File: config.mk
export PLATFORM = sky130hd
export DESIGN_NAME = uart_tx_fifo
export DESIGN_NICKNAME = d
export VERILOG_FILES = /design/src/rtl/uart_tx_fifo.sv
export SDC_FILE = /design/constraint.sdc
export NUM_CORES = 1
export LEC_CHECK = 0
export ABC_AREA = 1
export BUFFER_PORTS_ARGS = -buffer_cell sky130_fd_sc_hd__buf_2
export CORE_UTILIZATION = 55
export DETAILED_ROUTE_END_ITERATION = 10
export GPL_ROUTABILITY_DRIVEN = 1
export PLACE_DENSITY = 0.78
export SLEW_MARGIN = 20
export SYNTH_ARGS = -nofsm -noshare
export SYNTH_HDL_FRONTEND = slang
export SYNTH_SLANG_ARGS = --single-unit
export TNS_END_PERCENT = 50
File: constraint.sdc
create_clock -name clk -period 1.6 [get_ports clk]
set_input_delay 0.08 -clock clk [delete_from_list [all_inputs] [get_ports clk]]
set_output_delay 0.08 -clock clk [all_outputs]
set_load 0.03 [all_outputs]
File: src/rtl/uart_tx_fifo.sv
// rtl/uart_tx_fifo.sv - byte FIFO feeding uart_top's tx_start/tx_data/tx_busy handshake
module uart_tx_fifo #(
  parameter  int DEPTH       = 16,
  parameter  int ACK_TIMEOUT = 8,
  localparam int LW          = $clog2(DEPTH) + 1
) (
  input  logic          clk,
  input  logic          rst,
  input  logic          wr_en,
  input  logic [7:0]    wr_data,
  input  logic          flush,
  output logic          full,
  output logic          empty,
  output logic [LW-1:0] level,
  output logic          overflow,
  output logic          tx_start,
  output logic [7:0]    tx_data,
  input  logic          tx_busy
);

  localparam int AW = $clog2(DEPTH);
  localparam int CW = $clog2(ACK_TIMEOUT) + 1;
  localparam logic [CW-1:0] CNT_LAST = CW'(ACK_TIMEOUT - 1);
  localparam logic [LW-1:0] LVL_FULL = LW'(DEPTH);

  typedef enum logic [1:0] {
    IDLE,
    LAUNCH,
    WAIT_BUSY,
    WAIT_DONE
  } state_t;

  state_t        state;
  state_t        state_nxt;
  logic [7:0]    mem [DEPTH];
  logic [AW-1:0] wr_ptr;
  logic [AW-1:0] rd_ptr;
  logic [CW-1:0] cnt;
  logic [CW-1:0] cnt_nxt;
  logic [LW-1:0] level_nxt;
  logic          wr_accept;
  logic          wr_drop;
  logic          pop;

  // flush outranks both a same-cycle write and a same-cycle pop
  assign wr_accept = wr_en && !full && !flush;
  assign wr_drop   = wr_en &&  full && !flush;
  assign pop       = (state == IDLE) && !empty && !tx_busy && !flush;

  always_comb begin
    level_nxt = level;
    if (flush) begin
      level_nxt = '0;
    end else if (wr_accept && !pop) begin
      level_nxt = level + 1'b1;
    end else if (pop && !wr_accept) begin
      level_nxt = level - 1'b1;
    end
  end

  always_ff @(posedge clk) begin
    if (wr_accept) begin
      mem[wr_ptr] <= wr_data;
    end
  end

  always_ff @(posedge clk) begin
    if (rst) begin
      wr_ptr   <= '0;
      rd_ptr   <= '0;
      level    <= '0;
      full     <= 1'b0;
      empty    <= 1'b1;
      overflow <= 1'b0;
      tx_data  <= 8'h00;
    end else begin
      level <= level_nxt;
      full  <= (level_nxt == LVL_FULL);
      empty <= (level_nxt == '0);
      if (flush) begin
        wr_ptr   <= '0;
        rd_ptr   <= '0;
        overflow <= 1'b0;
      end else begin
        if (wr_accept) begin
          wr_ptr <= wr_ptr + 1'b1;
        end
        if (wr_drop) begin
          overflow <= 1'b1;
        end
        // tx_data only moves on a pop, so it stays put for the whole handshake
        if (pop) begin
          rd_ptr  <= rd_ptr + 1'b1;
          tx_data <= mem[rd_ptr];
        end
      end
    end
  end

  always_ff @(posedge clk) begin
    if (rst) begin
      state <= IDLE;
      cnt   <= '0;
    end else begin
      state <= state_nxt;
      cnt   <= cnt_nxt;
    end
  end

  always_comb begin
    state_nxt = state;
    cnt_nxt   = cnt;
    tx_start  = 1'b0;
    case (state)
      IDLE: begin
        if (pop) begin
          state_nxt = LAUNCH;
        end
      end
      LAUNCH: begin
        tx_start  = 1'b1;
        cnt_nxt   = '0;
        state_nxt = WAIT_BUSY;
      end
      WAIT_BUSY: begin
        // a UART that never acknowledges costs one byte, not a stuck queue
        if (tx_busy) begin
          state_nxt = WAIT_DONE;
        end else if (cnt == CNT_LAST) begin
          state_nxt = IDLE;
        end else begin
          cnt_nxt = cnt + 1'b1;
        end
      end
      WAIT_DONE: begin
        if (!tx_busy) begin
          state_nxt = IDLE;
        end
      end
      default: begin
        state_nxt = IDLE;
      end
    endcase
  end

endmodule

==> impl_metrics.env <==
export IMPL_run_status="complete, but fails checks"
export IMPL_violations="DRC"
export IMPL_total_number_of_clock_tree_sinks=158
export IMPL_grtUsageTotal=0.260
export IMPL_start_util=0.570
export IMPL_antenna_found_initial=0
export IMPL_count_of_cell_types_in_the_netlist=33
export IMPL_fin_crit_ns=1.57
export IMPL_fraction_of_final_layout_cells_with_drive_strength_greater_than_1=0.187
export IMPL_proportion_of_synthesized_chip_area_in_sequential_cells=0.675
export IMPL_mostFrequentLayoutCells="128 x edfxtp_1, 110 x nor2_1, 52 x o21ai_0"
export IMPL_rsz0062_at_grt="yes"
export IMPL_number_of_hold_slack_violations_in_the_final_timing_report=0
export IMPL_power_mw=9.23
export IMPL_remaining_drc_errors=2
export IMPL_worstPathRequired_ns=1.96
export IMPL_die_area_sq_um=12400
export IMPL_tritoncts_clock_tree="done"
export IMPL_stdcell_area_sq_um=7810
export IMPL_clk_transition_reported_paths_ns=0.06
export IMPL_finalCritPeriodShare=0.983
export IMPL_maxCapViolCount=0
export IMPL_critPathKind="reg2reg"
export IMPL_mostFrequentLayoutCell="edfxtp_1"
export IMPL_cts_max_path_buffers=2
export IMPL_drt_first_iter_violations=383
export IMPL_drt_pass1_iterations=8
export IMPL_netlist_area_sq_um=6590
export IMPL_clkLatencyLatePin_ns=0.42
export IMPL_worstHoldPathType="in2reg"
export IMPL_via_count_of_the_first_global_routing_pass=4402
export IMPL_detailedPlacementHpwl_mm=9.76
export IMPL_dp_worst_setup_slack_ns=0.00301
export IMPL_floorplan_io_pins=30
export IMPL_final_cells=791
export IMPL_globalplace_congestion=0.918
export IMPL_mappedNetlistNets=602
export IMPL_nNetsFinal=656
export IMPL_synth_ff_latch_count=158
export IMPL_postRouteWirelength_mm=15.7
export IMPL_wire_per_inst_um=19.8
export IMPL_number_of_port_buffers=29
export IMPL_floorplan_die_height_um=111
export IMPL_dr_total_vias=4677
export IMPL_postSynthAreaPerCell_sq_um=11.3
export IMPL_critPathCaptureType="flop"
export IMPL_powerDensity_nw_per_um2=1180
export IMPL_tightest_slew_ns=0.491
export IMPL_synth_warning_count=0
export IMPL_total_leakage_power_nw=2.87
export IMPL_report_final_setup_viol=0
export IMPL_max_clock_freq_mhz=636
export IMPL_route_detailed_vias_per_inst=5.91
export IMPL_dpl_cell_count=751
export IMPL_htree_levels=4
export IMPL_root_buffer="clkbuf_16"
export IMPL_timing_final_ws_setup_ns=0.0275
export IMPL_n_diodes=0
export IMPL_critical_path_arrival_ns=1.93
export IMPL_max_slew_margin_vs_limit=0.672
export IMPL_timing_critical_path_from_type="flop"
export IMPL_fp_coreArea_sq_um=11600
export IMPL_pin_count_of_the_biggest_net_entering_global_routing=44
export IMPL_postRouteAntennaNets=0
export IMPL_fin_worst_skew_ns=0.00782
export IMPL_path_max_fanout=4
export IMPL_cts_buffers=17
export IMPL_grt_ovfl_total=0
export IMPL_vdd_drop_max_uv=827
export IMPL_fp_row_count=39
export IMPL_syn_instance_count=581
export IMPL_report_final_slew_viol_count=0
export IMPL_synthToLayoutAreaGrowth_pct=18.5
export IMPL_detailed_place_area_sq_um=7050
export IMPL_die_x_um=111
export IMPL_first_pass_grt_wire_length_mm=23.6
export IMPL_fin_setup_tns_ns=0
-- final timing paths --
| path | start | end | slack, ns | depth (start not counted) |
|---|---|---|---|---|
| min reg2reg | overflow$_SDFFE_PP0P_ | overflow$_SDFFE_PP0P_ | 0.50 | 2 |
| max | state[1]$_SDFFE_PP0P_ | empty$_SDFF_PP1_ | 0.03 | 11 |
| max reg2reg | state[1]$_SDFFE_PP0P_ | empty$_SDFF_PP1_ | 0.03 | 11 |
| min | wr_en | overflow$_SDFFE_PP0P_ | 0.02 | 5 |
-- synth_stat cells --
library cell	number	area (sq um)
a2111oi_0	1	8.76
a211oi_1	1	7.51
a21oi_1	11	55.1
buf_2	7	35.0
buf_4	3	22.5
buf_6	5	56.3
clkbuf_1	13	48.8
clkbuf_2	1	5.00
clkinv_1	1	3.75
dfxtp_1	30	601
edfxtp_1	128	3840
ha_1	8	100
inv_1	35	131
inv_2	3	11.3
inv_6	1	8.76
nand2_1	45	169
nand2_2	3	18.8
nand3_1	32	160
nand3_2	3	30.0
nand3_4	1	17.5
nand4_1	1	6.26
nor2_1	115	432
nor2_2	2	12.5
nor2_4	2	22.5
nor3_1	2	10.0
nor3_2	1	10.0
nor4_1	1	6.26
o211ai_1	20	150
o21a_1	8	60.1
o21ai_0	57	285
o21ai_1	24	120
o221ai_1	12	105
xor2_1	4	35.0
-- registers in the layout (all words and copies together), names as in the netlist, 2 cells and up --
signal	cells
level	5
wr_ptr	4
rd_ptr	4
mem	128
cnt	4
tx_data	8
state	2
-- cell families after synthesis --
kind of cell    share of synthesized area
compound gates                      0.120
xor+xnor                          0.00532
fa+ha+maj                          0.0152
buf+inv                            0.0490
flops                               0.675
simple gates                        0.136
-- worst max-delay path: stages, from the launching register on --
cell and delay (ns):
dfxtp_1 0.36, nor2_4 0.15, inv_1 0.09, nor2_4 0.15, nand2_1 0.13, nand2_1 0.09
nand2_1 0.07, nand3_1 0.12, nand2_2 0.10, nor2_1 0.15, nand2_1 0.07, nand2_1 0.05
-- report_power, final --
part	internal [mW]	switching [mW]	leakage (nW)	total [mW]
Clock	2.60	1.51	0.285	4.11
Combinational	0.188	0.390	1.19	0.578
Sequential	4.49	0.0466	1.40	4.53
-- what timing repair did --
action / in CTS / in global routing
hold buffers: 1 / 0
setup endpoints to repair: 5 / 25
cloned: 0 / 1
pin swaps: 0 / 4
resized for setup: 2 / 23
buffers inserted: 2 / 4
hold endpoints to repair: 6 / 0
-- through the flow --
step | hold slack [ns] | utilization
5_1_grt | 0.0592 | 0.675
3_5_place_dp | 0.368 | 0.610
6_report | 0.0220 | 0.675
3_3_place_gp | 0.364 | 0.610
4_1_cts | 0.00179 | 0.665
2_1_floorplan | 0.179 | -
-- metal layers --
layer	part of all wire	vias up	global-route usage
met4	0.025	0	0.105
met1	0.41	2282	0.342
met3	0.071	31	0.0544
met5	0	-	0
li1	-	2170	-
met2	0.49	194	0.426
-- final cells by class --
class / count / area [sq um]
Sequential cell: 158 / 4450
Fill cell: 781 / 3760
Multi-Input combinational cell: 354 / 1880
Timing Repair Buffer: 64 / 532
Clock buffer: 21 / 440
Tap cell: 143 / 179
Clock inverter: 11 / 165
Inverter: 40 / 159
(Power assumes the default switching activity.)
